[config.mk]
export PLATFORM = sky130hd
export DESIGN_NAME = dsp_i2s_dac_tx_flat
export DESIGN_NICKNAME = d
export VERILOG_FILES = /design/src/rtl/dsp_i2s_dac_tx_if.sv /design/src/rtl/dsp_i2s_dac_tx.sv /design/src/flat_wrapper.sv
export SDC_FILE = /design/constraint.sdc
export NUM_CORES = 1
export LEC_CHECK = 0
export BUFFER_PORTS_ARGS = -buffer_cell sky130_fd_sc_hd__buf_2
export CAP_MARGIN = 10
export CORE_MARGIN = 8
export CORE_UTILIZATION = 27
export DETAILED_ROUTE_END_ITERATION = 7
export GPL_TIMING_DRIVEN = 0
export PLACE_DENSITY_LB_ADDON = 0.12
export SLEW_MARGIN = 25
export SYNTH_ARGS = -nofsm -noshare
export SYNTH_HDL_FRONTEND = slang
export SYNTH_SLANG_ARGS = --single-unit
[constraint.sdc]
create_clock -name iCLK -period 3 [get_ports iCLK]
set_input_delay 0.6 -clock iCLK [delete_from_list [all_inputs] [get_ports iCLK]]
set_output_delay 0.6 -clock iCLK [all_outputs]
set_load 0.01 [all_outputs]
[src/rtl/dsp_i2s_dac_tx_if.sv]
// Sample handoff between the DSP chain (master) and the I2S DAC transmitter (slave).
interface dsp_i2s_dac_tx_if #(
   parameter int unsigned ws = 16
);
   logic [ws-1:0] iLeft;
   logic [ws-1:0] iRight;
   logic          iValid;
   logic          oReady;

   modport master (output iLeft, output iRight, output iValid, input oReady);
   modport slave  (input iLeft, input iRight, input iValid, output oReady);
endinterface

[src/rtl/dsp_i2s_dac_tx.sv]
// I2S master transmitter: generates BCLK/LRCK, double-buffers one stereo
// sample (staging -> shift) and strobes the DSP chain once per frame.
module dsp_i2s_dac_tx #(
   parameter int unsigned ws        = 16,
   parameter int unsigned SLOT      = 32,
   parameter int unsigned BCLK_HALF = 4
) (
   input  logic            iCLK,
   input  logic            iRST_N,
   dsp_i2s_dac_tx_if.slave smp,
   input  logic            iMute,
   output logic            oBCLK,
   output logic            oLRCK,
   output logic            oDACDAT,
   output logic            oFrameStrobe,
   output logic [15:0]     oUnderrunCnt
);

   localparam int unsigned FRAME = 2 * SLOT;
   localparam int unsigned DIV_W = $clog2(BCLK_HALF);
   localparam int unsigned CNT_W = $clog2(FRAME);
   localparam int unsigned IDX_W = $clog2(2 * ws);
   localparam int unsigned SMP_W = 2 * ws;

   localparam logic [DIV_W-1:0] DIV_LAST = DIV_W'(BCLK_HALF - 1);
   localparam logic [CNT_W-1:0] BIT_LAST = CNT_W'(FRAME - 1);
   localparam logic [CNT_W-1:0] SLOT_C   = CNT_W'(SLOT);
   localparam logic [CNT_W-1:0] WS_C     = CNT_W'(ws);
   localparam logic [15:0]      CNT_MAX  = 16'hFFFF;

   typedef enum logic {
      WAIT_FIRST = 1'b0,
      RUN        = 1'b1
   } state_t;

   state_t             state;
   state_t             stateNxt;

   logic [DIV_W-1:0]   div;
   logic [CNT_W-1:0]   bitcnt;
   logic [SMP_W-1:0]   staging;
   logic [SMP_W-1:0]   shift;
   logic [SMP_W-1:0]   last;

   logic               divWrap;
   logic               fallEv;
   logic               frameStart;
   logic [CNT_W-1:0]   bitcntNxt;
   logic               rightSlot;
   logic [CNT_W-1:0]   pos;
   logic [CNT_W-1:0]   offs;
   logic [IDX_W-1:0]   bitIdx;
   logic               inData;
   logic               dataBit;

   logic               loadStaging;
   logic               loadLast;
   logic               loadZero;
   logic               countUnderrun;

   // Bit-clock divider events and the serial bit for the upcoming slot position
   always_comb begin
      divWrap    = (div == DIV_LAST);
      fallEv     = divWrap & oBCLK;
      frameStart = fallEv & (bitcnt == BIT_LAST);
      bitcntNxt  = (bitcnt == BIT_LAST) ? '0 : bitcnt + CNT_W'(1);
      rightSlot  = (bitcntNxt >= SLOT_C);
      pos        = rightSlot ? bitcntNxt - SLOT_C : bitcntNxt;
      inData     = (pos != '0) && (pos <= WS_C);
      offs       = WS_C - pos;
      bitIdx     = rightSlot ? IDX_W'(offs) : IDX_W'(offs) + IDX_W'(ws);
      dataBit    = inData & shift[bitIdx];
   end

   // FSM state register
   always_ff @(posedge iCLK or negedge iRST_N) begin
      if (!iRST_N) begin
         state <= WAIT_FIRST;
      end else begin
         state <= stateNxt;
      end
   end

   // Frame-start decision: load fresh sample, repeat last (underrun) or send silence
   always_comb begin
      stateNxt      = state;
      loadStaging   = 1'b0;
      loadLast      = 1'b0;
      loadZero      = 1'b0;
      countUnderrun = 1'b0;
      if (frameStart) begin
         if (!smp.oReady) begin
            loadStaging = 1'b1;
            stateNxt    = RUN;
         end else if (state == RUN) begin
            loadLast      = 1'b1;
            countUnderrun = 1'b1;
         end else begin
            loadZero = 1'b1;
         end
      end
   end

   // Clock generation, serialiser, sample buffering and underrun counter
   always_ff @(posedge iCLK or negedge iRST_N) begin
      if (!iRST_N) begin
         div          <= '0;
         oBCLK        <= 1'b0;
         oLRCK        <= 1'b1;
         oDACDAT      <= 1'b0;
         oFrameStrobe <= 1'b0;
         oUnderrunCnt <= '0;
         bitcnt       <= BIT_LAST;
         staging      <= '0;
         shift        <= '0;
         last         <= '0;
         smp.oReady   <= 1'b1;
      end else begin
         if (divWrap) begin
            div   <= '0;
            oBCLK <= ~oBCLK;
         end else begin
            div <= div + DIV_W'(1);
         end

         oFrameStrobe <= frameStart;

         if (fallEv) begin
            bitcnt  <= bitcntNxt;
            oLRCK   <= rightSlot;
            oDACDAT <= dataBit;
         end

         if (loadStaging) begin
            shift      <= iMute ? '0 : staging;
            last       <= staging;
            smp.oReady <= 1'b1;
         end else if (loadLast) begin
            shift <= iMute ? '0 : last;
         end else if (loadZero) begin
            shift <= '0;
         end

         if (countUnderrun && (oUnderrunCnt != CNT_MAX)) begin
            oUnderrunCnt <= oUnderrunCnt + 16'd1;
         end

         // Capture only while empty; the frame-start load above saw the pre-capture state
         if (smp.iValid && smp.oReady) begin
            staging    <= {smp.iLeft, smp.iRight};
            smp.oReady <= 1'b0;
         end
      end
   end

endmodule
[src/flat_wrapper.sv]
// flat-port wrapper written by rule: the top's interface ports become plain ports
module dsp_i2s_dac_tx_flat 
#(
   parameter int unsigned ws        = 16,
   parameter int unsigned SLOT      = 32,
   parameter int unsigned BCLK_HALF = 4
)
  (iCLK, iRST_N, iMute, oBCLK, oLRCK, oDACDAT, oFrameStrobe, oUnderrunCnt, smp_iLeft, smp_iRight, smp_iValid, smp_oReady);
  dsp_i2s_dac_tx_if #(.ws(ws)) smp_i ();
  input  logic iCLK;
  input  logic iRST_N;
  input  logic iMute;
  output logic oBCLK;
  output logic oLRCK;
  output logic oDACDAT;
  output logic oFrameStrobe;
  output logic [15:0] oUnderrunCnt;
  input wire logic [$bits(smp_i.iLeft)-1:0] smp_iLeft;
  input wire logic [$bits(smp_i.iRight)-1:0] smp_iRight;
  input wire logic [$bits(smp_i.iValid)-1:0] smp_iValid;
  output wire logic [$bits(smp_i.oReady)-1:0] smp_oReady;
  assign smp_i.iLeft = smp_iLeft;
  assign smp_i.iRight = smp_iRight;
  assign smp_i.iValid = smp_iValid;
  assign smp_oReady = smp_i.oReady;
  dsp_i2s_dac_tx #(.ws(ws), .SLOT(SLOT), .BCLK_HALF(BCLK_HALF)) u_core (.iCLK(iCLK), .iRST_N(iRST_N), .smp(smp_i), .iMute(iMute), .oBCLK(oBCLK), .oLRCK(oLRCK), .oDACDAT(oDACDAT), .oFrameStrobe(oFrameStrobe), .oUnderrunCnt(oUnderrunCnt));
endmodule
==> reports/qor.csv, run 1 <==
stage;metric;value;unit
outcome;outcome;complete, no violations;
layout;n_antenna_cell;0;
worst_setup_path;crit_type;register to register;
clocking;clkSinkCount;126;
place;placed_cell_area;6360;um^2
routing;first_pass_iters;4;
floorplanning;die_w;161;um
routing;totalWireLength;13100;um
worst_setup_path;cp.arrival;2.86;ns
logic_synthesis;synth_area;5700;um^2
worst_setup_path;end_kind;register;
layout;area_growth;21.4;%
layout;nNetsFinal;612;
logic_synthesis;synth_top_area_frac;0.518;
layout;fin_area;6920;um^2
timing;setup_violations;0;
clocking;cts_max_path_buffers;2;
routing;vias;3889;
worst_setup_path;cp.required;3.30;ns
logic_synthesis;yosys.cell_types.count;50;
logic_synthesis;synth_area_leaders;dfrtp_1, mux2_2, nor2b_1;
clocking;clkTransAtPathRegs;0.06;ns
hold_path;hp-class;input pin to async pin;
clocking;postCtsSetupRepairBufs;0;
worst_setup_path;max_stage_delay;0.60;ns
timing;hold_violations;0;
logic_synthesis;synthCells;497;
clocking;htreeDepth;4;
timing;slew_headroom;0.502;
pwr;powerDensity;540;nW/um^2
timing;skew;0.00894;ns
worst_setup_path;crit_path_max_fanout;10;
worst_setup_path;reg2reg_from;u_core.bitcnt[1];
layout;num-fill-cells;2156;
pwr;leakagePower;3.34;nW
routing;drcViolationCount;0;
worst_setup_path;reg2regPathDepth;7;
worst_setup_path;path_cells;ha_1, and2_1, nand3_2, buf_6, nor2_2, buf_2, mux2_2;
logic_synthesis;synthFlopType;dfrtp_1;
floorplanning;core;20900;um^2
global_route;antenna_found_initial;0;
layout;ff_latch_area;3160;um^2
timing;max_freq;391;MHz
clocking;hold_buffers;0;
timing;maxSlewViolCount;0;
floorplanning;dieArea;26000;um^2
clocking;tritoncts;built;
global_route;gr-total-overflow;0;
worst_setup_path;startpoint_type;register;
place;portBuffers;56;
worst_setup_path;r2r_setup_slack;0.44;ns
place;place_ws;0.450;ns
logic_synthesis;syn_avg_cell_area;11.5;um^2
routing;ant_nets;0;
routing;drt_iter0_drc;215;
floorplanning;initial_core_util;0.273;
floorplanning;fp.dieH;161;um
clocking;insertion_delay;0.42;ns
layout;layout_commonest_cell;dfrtp_1;
pwr;ir_drop;0.367;mV
global_route;grt_pass1_wl;22300;um
timing;rsz0062_at_grt;no;
timing;max_slew.worst_pin.slew;0.747;ns
layout;layout_common_cells;dfrtp_1, mux2_2, buf_2, nand2_1;
floorplanning;rows;53;
worst_setup_path;cp-endpoint;u_core.last[18];
layout;layout-drive-gt1-share;0.323;
place;dp.cells;829;
timing;post-route-period-util;0.852;
global_route;track_usage;0.108;
logic_synthesis;synth_edf_count;0;
routing;viasPerCell;4.52;
floorplanning;io_pins;57;
global_route;grt_max_degree;87;
layout;multi_input_area;2390;um^2
run;cap_violations;0;
place;dp_hpwl;9380;um
timing;setup_ws;0.445;ns
logic_synthesis;syn_nets;536;
routing;wl_per_cell;15.3;um
logic_synthesis;seq_area_frac_synth;0.555;
logic_synthesis;ys_ff_latch;126;
worst_setup_path;critPathLaunch;u_core.bitcnt[1];
logic_synthesis;synth.largest_area_cell;dfrtp_1;
clocking;cts_buffers;17;
worst_setup_path;rr_endpoint;u_core.last[18];
worst_setup_path;slowest_stage;dfstp_2;
logic_synthesis;async_reset_ff_frac;1.00;
logic_synthesis;yosysWarnings;0;
layout;fin_cells;860;
timing;fin_crit;2.56;ns
global_route;grt_pass1_vias;4138;
clocking;cts_resized;0;
clocking;clockRootBuffer;clkbuf_16;
place;gp_congestion;0.754;
timing;whs;0.0623;ns
layout;final_core_util;0.331;
-- final cells by class --
class | count | area share
clock buffers | 24 | 0.0681
multi-input cells | 337 | 0.345
repair buffers | 57 | 0.0459
flip-flops and latches | 126 | 0.457
clock inverters | 7 | 0.0127
inverters | 6 | 0.00325
well taps | 275 | 0.0497
plain buffers | 28 | 0.0181
-- cells by family after synthesis --
group / after synthesis / share of synthesized area
multiplexers: 79 / 0.160
adder cells (fa/ha/maj): 3 / 0.00659
AO/OA/AOI/OAI: 96 / 0.0997
flip-flops: 126 / 0.555
buffers and inverters: 34 / 0.0259
AND/OR/NAND/NOR: 140 / 0.124
XOR/XNOR: 19 / 0.0292
-- critical path: cells and delay by family, from the launching register on --
family,cells,cell delay (ns)
muxes,1,0.38
adders and majority gates,1,0.30
and+or+nand+nor,3,0.61
DFF,1,0.60
buffers and inverters,2,0.54
-- state kept, by name, summed over array words and instances, names as in the netlist --
signal,flops
u_core.bitcnt,6
u_core.div,2
u_core.last,32
u_core.oBCLK,1
u_core.oDACDAT,1
u_core.oFrameStrobe,1
u_core.oLRCK,1
u_core.oUnderrunCnt,16
u_core.shift,32
u_core.smp.oReady,1
u_core.staging,32
u_core.state,1
-- how the worst min path moves through the flow --
stage	slack, ns	startpoint	cells past startpoint	end
floorplan	0.30	iRST_N	0	u_core.div[0]
global placement	0.42	u_core.div[0]	1	u_core.div[0]
detailed placement	0.43	u_core.div[0]	1	u_core.div[0]
CTS	0.06	iRST_N	1	u_core.oUnderrunCnt[15]
global route	0.07	iRST_N	1	u_core.oUnderrunCnt[10]
finish	0.06	iRST_N	1	u_core.oUnderrunCnt[15]
-- layer usage --
layer | wire length [um] | GRT usage | up-vias
met4 | 222 | 0.0438 | 0
met1 | 6220 | 0.140 | 1907
li1 | - | - | 1893
met3 | 521 | 0.0298 | 20
met2 | 6150 | 0.168 | 69
met5 | 0 | 0 | -
-- where the power goes --
group | switching (W) | leakage (nW) | internal (W) | total (W)
combinational | 0.0000392 | 1.51 | 0.0000212 | 0.0000603
clock | 0.000724 | 0.274 | 0.00126 | 0.00198
sequential | 0 | 1.56 | 0.00170 | 0.00170
-- cell usage after synthesis (3+ instances only) --
master    count
dfrtp_1     118
mux2_2       71
nand2_1      55
a21oi_1      38
o21ai_0      38
nor2b_1      34
nor2_1       19
clkbuf_1     14
xnor2_1      10
buf_2         9
xor2_1        9
dfstp_2       8
nand3_1       7
nand4_1       7
inv_1         6
a211oi_1      5
mux2i_1       5
buf_1         3
ha_1          3
or2_2         3
-- stage by stage --
stage          setup TNS, ns  total power [W]
3_5_place_dp               0          0.00180
2_1_floorplan              0          0.00173
6_report                   0          0.00374
3_3_place_gp          -47.96          0.00179
4_1_cts                    0          0.00381
5_1_grt                    0          0.00390
No activity file was read; power rests on OpenSTA's default activity.
==> run 2, diff against run 1 <==
==> constraint.sdc (replaced) <==
create_clock -name iCLK -period 2.4 [get_ports iCLK]
set_input_delay 0.48 -clock iCLK [delete_from_list [all_inputs] [get_ports iCLK]]
set_output_delay 0.48 -clock iCLK [all_outputs]
set_load 0.01 [all_outputs]
==> run 2 against run 1 <==
Compared with the run above: fmax increased by 13%; final area rose by 1.1%; register-to-register slack got worse by 0.31 ns; routed wire length rose by 0.28%; largest cell class unchanged; worst setup slack lost 0.31 ns; final cell count increased by 0.35%; clock skew grew 0.0043 ns; non-clock buffer count is 3 higher; critical path type unchanged; global-route usage about the same.
==> reports/qor.csv, run 2 (synthesis gave the netlist of run 1 again) <==
stage;metric;value;unit;change
outcome;outcome;complete, no violations;;unchanged
timing;setup_violations;0;;unchanged
worst_setup_path;end_kind;register;;unchanged
worst_setup_path;crit_buf_inv;0;;was 2
pwr;ir_drop;0.461;mV;was 0.367 mV
timing;slew_headroom;0.491;;was 0.502
floorplanning;die_w;161;um;unchanged
layout;n_antenna_cell;0;;unchanged
clocking;insertion_delay;0.42;ns;about the same
routing;ant_nets;0;;unchanged
timing;fin_crit;2.27;ns;was 2.56 ns
worst_setup_path;slowest_stage;dfstp_2;;unchanged
global_route;track_usage;0.108;;about the same
worst_setup_path;max_stage_delay;0.42;ns;was 0.60 ns
timing;max_slew.worst_pin.slew;0.764;ns;was 0.747 ns
layout;layout-drive-gt1-share;0.332;;was 0.323
place;dp.cells;829;;unchanged
worst_setup_path;crit_type;register to register;;unchanged
global_route;grt_pass1_wl;22300;um;about the same
global_route;grt_max_degree;87;;unchanged
floorplanning;core;20900;um^2;unchanged
routing;vias;3886;;was 3889
clocking;clkSinkCount;126;;unchanged
timing;maxSlewViolCount;0;;unchanged
worst_setup_path;critical_path.top_delay_family;compound AO/OA/AOI/OAI gates;;was simple AND/OR/NAND/NOR gates
worst_setup_path;startpoint_type;register;;unchanged
place;place_ws;-0.150;ns;was 0.450 ns
timing;fin_tns_setup;0;ns;unchanged
layout;area_growth;22.7;%;was 21.4%
floorplanning;fp.dieH;161;um;unchanged
floorplanning;dieArea;26000;um^2;unchanged
run;cap_violations;0;;unchanged
layout;largestRegisters;u_core.last: 32 flops, u_core.shift: 32 flops, u_core.staging: 32 flops;;unchanged
place;gp_congestion;0.754;;unchanged
place;dp_hpwl;9380;um;unchanged
pwr;powerDensity;669;nW/um^2;was 540 nW/um^2
routing;viasPerCell;4.50;;was 4.52
layout;nNetsFinal;615;;was 612
clocking;htreeDepth;4;;unchanged
pwr;total_power;0.00468;W;was 0.00374 W
worst_setup_path;r2r_setup_slack;0.13;ns;was 0.44 ns
global_route;grt_pass1_vias;4141;;was 4138
routing;drcViolationCount;0;;unchanged
place;portBuffers;56;;unchanged
worst_setup_path;cp.required;2.71;ns;was 3.30 ns
clocking;cts_max_path_buffers;2;;unchanged
layout;fin_cells;863;;was 860
timing;max_freq;441;MHz;was 391 MHz
timing;rsz0062_at_grt;no;;unchanged
pwr;leakagePower;3.37;nW;was 3.34 nW
worst_setup_path;cp.arrival;2.57;ns;was 2.86 ns
timing;skew;0.0132;ns;was 0.00894 ns
layout;layout_common_cells;dfrtp_1, mux2_2, buf_2, nand2_1;;unchanged
routing;totalWireLength;13200;um;was 13100 um
clocking;cts_buffers;17;;unchanged
layout;final_core_util;0.335;;was 0.331
floorplanning;io_pins;57;;unchanged
global_route;gr-total-overflow;0;;unchanged
timing;post-route-period-util;0.944;;was 0.852
layout;num-fill-cells;2159;;was 2156
routing;drt_iter0_drc;187;;was 215
routing;first_pass_iters;4;;unchanged
layout;layout_commonest_cell;dfrtp_1;;unchanged
hold_path;hp-class;input pin to register;;was input pin to async pin
timing;setup_ws;0.134;ns;was 0.445 ns
global_route;antenna_found_initial;0;;unchanged
clocking;clockRootBuffer;clkbuf_16;;unchanged
floorplanning;rows;53;;unchanged
routing;wl_per_cell;15.2;um;was 15.3 um
worst_setup_path;path_cells;ha_4, and2_2, a21oi_4, mux4_2, a211oi_1, nor2_1, a221o_1;;was ha_1, and2_1, nand3_2, buf_6, nor2_2, buf_2, mux2_2
clocking;tritoncts;built;;unchanged
clocking;clkTransAtPathRegs;0.06;ns;about the same
worst_setup_path;crit_path_max_fanout;7;;was 10
timing;hold_violations;0;;unchanged
floorplanning;initial_core_util;0.273;;unchanged
==> run 2: final cells by class <==
class / count / area (um^2) / share of cell area
buffer: 26 / 129 / 0.0184
clock buffer: 24 / 472 / 0.0674
clock inverter: 7 / 87.6 / 0.0125
inverter: 6 / 22.5 / 0.00322
multi-input combinational: 337 / 2420 / 0.346
sequential: 126 / 3160 / 0.452
tap: 275 / 344 / 0.0492
timing repair buffer: 62 / 358 / 0.0511
==> run 2: final timing paths <==
check,start,to,cells past startpoint
min in group asynchronous,iRST_N,u_core.oUnderrunCnt[15],2
worst min register to register,u_core.div[0],u_core.div[0],1
worst max-delay path,u_core.bitcnt[1],u_core.oDACDAT,7
worst max register to register,u_core.bitcnt[1],u_core.oDACDAT,7
max in group asynchronous,iRST_N,u_core.last[10],3
worst min-delay path,smp_iRight[4],u_core.staging[4],2
==> run 2: stage by stage <==
step	area, um^2	hold slack [ns]
2_1_floorplan	5700	0.184
3_3_place_gp	6320	0.416
3_5_place_dp	6360	0.383
4_1_cts	6990	0.273
5_1_grt	7000	0.273
6_report	7000	0.289
==> run 2: routing by layer <==
metal	vias to the layer above	GRT usage	share of wire
met3	19	0.0295	0.032
li1	1893	-	-
met2	57	0.169	0.47
met4	0	0.0429	0.015
met1	1917	0.140	0.48
met5	-	0	0
==> run 2: where the power goes <==
part | switching, W | internal, W
clock | 0.000905 | 0.00157
combinational | 0.0000494 | 0.0000274
sequential | 0 | 0.00213
total | 0.000955 | 0.00372
==> run 2: what timing repair did <==
item	in CTS	in global routing
endpoints found under the hold margin	35	0
cloned	0	0
setup endpoints to repair	36	65
pin swaps	2	1
hold buffers	1	0
setup buffers	4	0
resized for setup	7	3
==> run 3, diff against run 2 <==
--- a/config.mk
+++ b/config.mk
@@ -11,6 +11,7 @@
 export CORE_UTILIZATION = 27
 export DETAILED_ROUTE_END_ITERATION = 7
 export GPL_TIMING_DRIVEN = 0
+export MAX_ROUTING_LAYER = met4
 export PLACE_DENSITY_LB_ADDON = 0.12
 export SLEW_MARGIN = 25
 export SYNTH_ARGS = -nofsm -noshare
==> run 3 against run 2 <==
Compared with the run above: register-to-register slack hardly changed; routed wire length unchanged; final cell count did not move; power is essentially flat; utilization is the same; via count increased by 0.36%; critical path type unchanged.
==> reports/qor.csv, run 3 (synthesis gave the netlist of run 1 again) <==
stage;metric;value;unit;change
layout;layout_common_cells;dfrtp_1, mux2_2, buf_2, nand2_1;;unchanged
floorplanning;dieArea;26000;um^2;unchanged
layout;fin_area;7000;um^2;unchanged
timing;max_slew.worst_pin.slew;0.765;ns;was 0.764 ns
worst_setup_path;crit_path_max_fanout;10;;was 7
global_route;antenna_found_initial;0;;unchanged
layout;ff_latch_area;3160;um^2;unchanged
clocking;tritoncts;built;;unchanged
worst_setup_path;crit_type;register to register;;unchanged
routing;vias;3900;;was 3886
timing;fin_tns_setup;0;ns;unchanged
clocking;cts_max_path_buffers;2;;unchanged
timing;post-route-period-util;0.943;;was 0.944
layout;layout_commonest_cell;dfrtp_1;;unchanged
pwr;ir_drop;0.456;mV;was 0.461 mV
pwr;powerDensity;668;nW/um^2;was 669 nW/um^2
worst_setup_path;slowest_stage;dfstp_2;;unchanged
timing;rsz0062_at_grt;no;;unchanged
worst_setup_path;end_kind;register;;unchanged
worst_setup_path;cp.required;2.74;ns;was 2.71 ns
timing;skew;0.00867;ns;was 0.0132 ns
layout;n_antenna_cell;0;;unchanged
clocking;clockRootBuffer;clkbuf_16;;unchanged
global_route;grt_pass1_vias;4146;;was 4141
routing;drt_iter0_drc;217;;was 187
layout;multi_input_area;2420;um^2;unchanged
routing;drcViolationCount;0;;unchanged
layout;largestRegisters;u_core.last: 32 flops, u_core.shift: 32 flops, u_core.staging: 32 flops;;unchanged
routing;ant_nets;0;;unchanged
hold_path;hp-class;input pin to register;;unchanged
layout;num-fill-cells;2159;;unchanged
timing;maxSlewViolCount;0;;unchanged
global_route;grt_max_degree;87;;unchanged
timing;max_freq;442;MHz;was 441 MHz
worst_setup_path;critical_path.top_delay_family;simple AND/OR/NAND/NOR gates;;was compound AO/OA/AOI/OAI gates
timing;fin_crit;2.26;ns;was 2.27 ns
floorplanning;core;20900;um^2;unchanged
floorplanning;fp.dieH;161;um;unchanged
pwr;leakagePower;3.37;nW;unchanged
outcome;outcome;complete, no violations;;unchanged
timing;setup_violations;0;;unchanged
worst_setup_path;cp.arrival;2.60;ns;was 2.57 ns
clocking;clkSinkCount;126;;unchanged
timing;slew_headroom;0.490;;was 0.491
place;gp_congestion;0.764;;was 0.754
global_route;track_usage;0.111;;was 0.108
timing;hold_violations;0;;unchanged
run;cap_violations;0;;unchanged
routing;totalWireLength;13200;um;unchanged
global_route;grt_pass1_wl;22300;um;unchanged
routing;wl_per_cell;15.2;um;unchanged
floorplanning;rows;53;;unchanged
worst_setup_path;crit_buf_inv;2;;was 0
timing;setup_ws;0.136;ns;was 0.134 ns
floorplanning;initial_core_util;0.273;;unchanged
worst_setup_path;startpoint_type;register;;unchanged
layout;layout-drive-gt1-share;0.332;;unchanged
worst_setup_path;max_stage_delay;0.62;ns;was 0.42 ns
place;portBuffers;56;;unchanged
worst_setup_path;path_cells;ha_4, and2_2, nand3_2, buf_6, nor2_4, nand4b_1, buf_4, nor2_1, xor2_1;;was ha_4, and2_2, a21oi_4, mux4_2, a211oi_1, nor2_1, a221o_1
clocking;htreeDepth;4;;unchanged
routing;viasPerCell;4.52;;was 4.50
place;placed_cell_area;6360;um^2;unchanged
routing;first_pass_iters;4;;unchanged
layout;area_growth;22.7;%;unchanged
place;dp_hpwl;9380;um;unchanged
global_route;gr-total-overflow;0;;unchanged
clocking;clkTransAtPathRegs;0.06;ns;about the same
floorplanning;die_w;161;um;unchanged
layout;nNetsFinal;615;;unchanged
place;place_ws;-0.150;ns;unchanged
clocking;cts_buffers;17;;unchanged
clocking;insertion_delay;0.42;ns;about the same
floorplanning;io_pins;57;;unchanged
run 3: cell counts in the layout (fill, tap and decap cells not counted):
Identical to the previous run, type by type.
run 3: cell type report:
class	instances	share of cell area
Inverter	6	0.00322
Buffer	26	0.0184
Timing Repair Buffer	62	0.0511
Sequential cell	126	0.452
Clock buffer	24	0.0674
Clock inverter	7	0.0125
Multi-Input combinational cell	337	0.346
Tap cell	275	0.0492
run 3: stage by stage:
step / utilization / std cells / power, W / hold WS (ns)
2_1_floorplan: - / 497 / 0.00216 / 0.184
3_3_place_gp: 0.303 / 828 / 0.00224 / 0.416
3_5_place_dp: 0.305 / 829 / 0.00224 / 0.383
4_1_cts: 0.335 / 865 / 0.00477 / 0.273
5_1_grt: 0.335 / 863 / 0.00487 / 0.273
6_report: 0.335 / 863 / 0.00468 / 0.293
run 3: final timing paths:
path	from	to	slack, ns	depth (start not counted)
setup / recovery	u_core.bitcnt[1]	u_core.oUnderrunCnt[14]	0.14	9
setup reg to reg	u_core.bitcnt[1]	u_core.oUnderrunCnt[14]	0.14	9
hold reg to reg	u_core.div[0]	u_core.div[0]	0.43	1
hold / removal	smp_iRight[4]	u_core.staging[4]	0.29	2
min in group asynchronous	iRST_N	u_core.oUnderrunCnt[15]	0.54	2
max in group asynchronous	iRST_N	u_core.shift[10]	1.10	3
run 3: worst reg2reg max path, cell delays in order (launching register included):
cell	delay, ns
dfstp_2	0.62
ha_4	0.19
and2_2	0.22
nand3_2	0.10
buf_6	0.16
nor2_4	0.24
nand4b_1	0.19
buf_4	0.18
nor2_1	0.13
xor2_1	0.15
run 3: repair_timing:
action	4_1_cts	5_1_grt
pin swaps	2	1
endpoints found under the setup margin	36	65
resized for setup	7	3
hold buffers	1	0
buffers inserted	4	0
gates cloned	0	0
endpoints found under the hold margin	35	0
run 3: per-layer routing:
metal / wire (um) / share of wire / up-vias / global-route usage
met2: 6140 / 0.47 / 63 / 0.168
met3: 421 / 0.032 / 21 / 0.0280
li1: - / - / 1893 / -
met4: 204 / 0.016 / 0 / 0.0429
met1: 6390 / 0.49 / 1923 / 0.142
met5: 0 / 0 / - / -
run 3: where the power goes:
part	leakage [nW]	internal [W]	switching [W]	total, W
logic	1.54	0.0000275	0.0000500	0.0000774
registers	1.56	0.00213	0	0.00213
clock network	0.274	0.00157	0.000903	0.00247
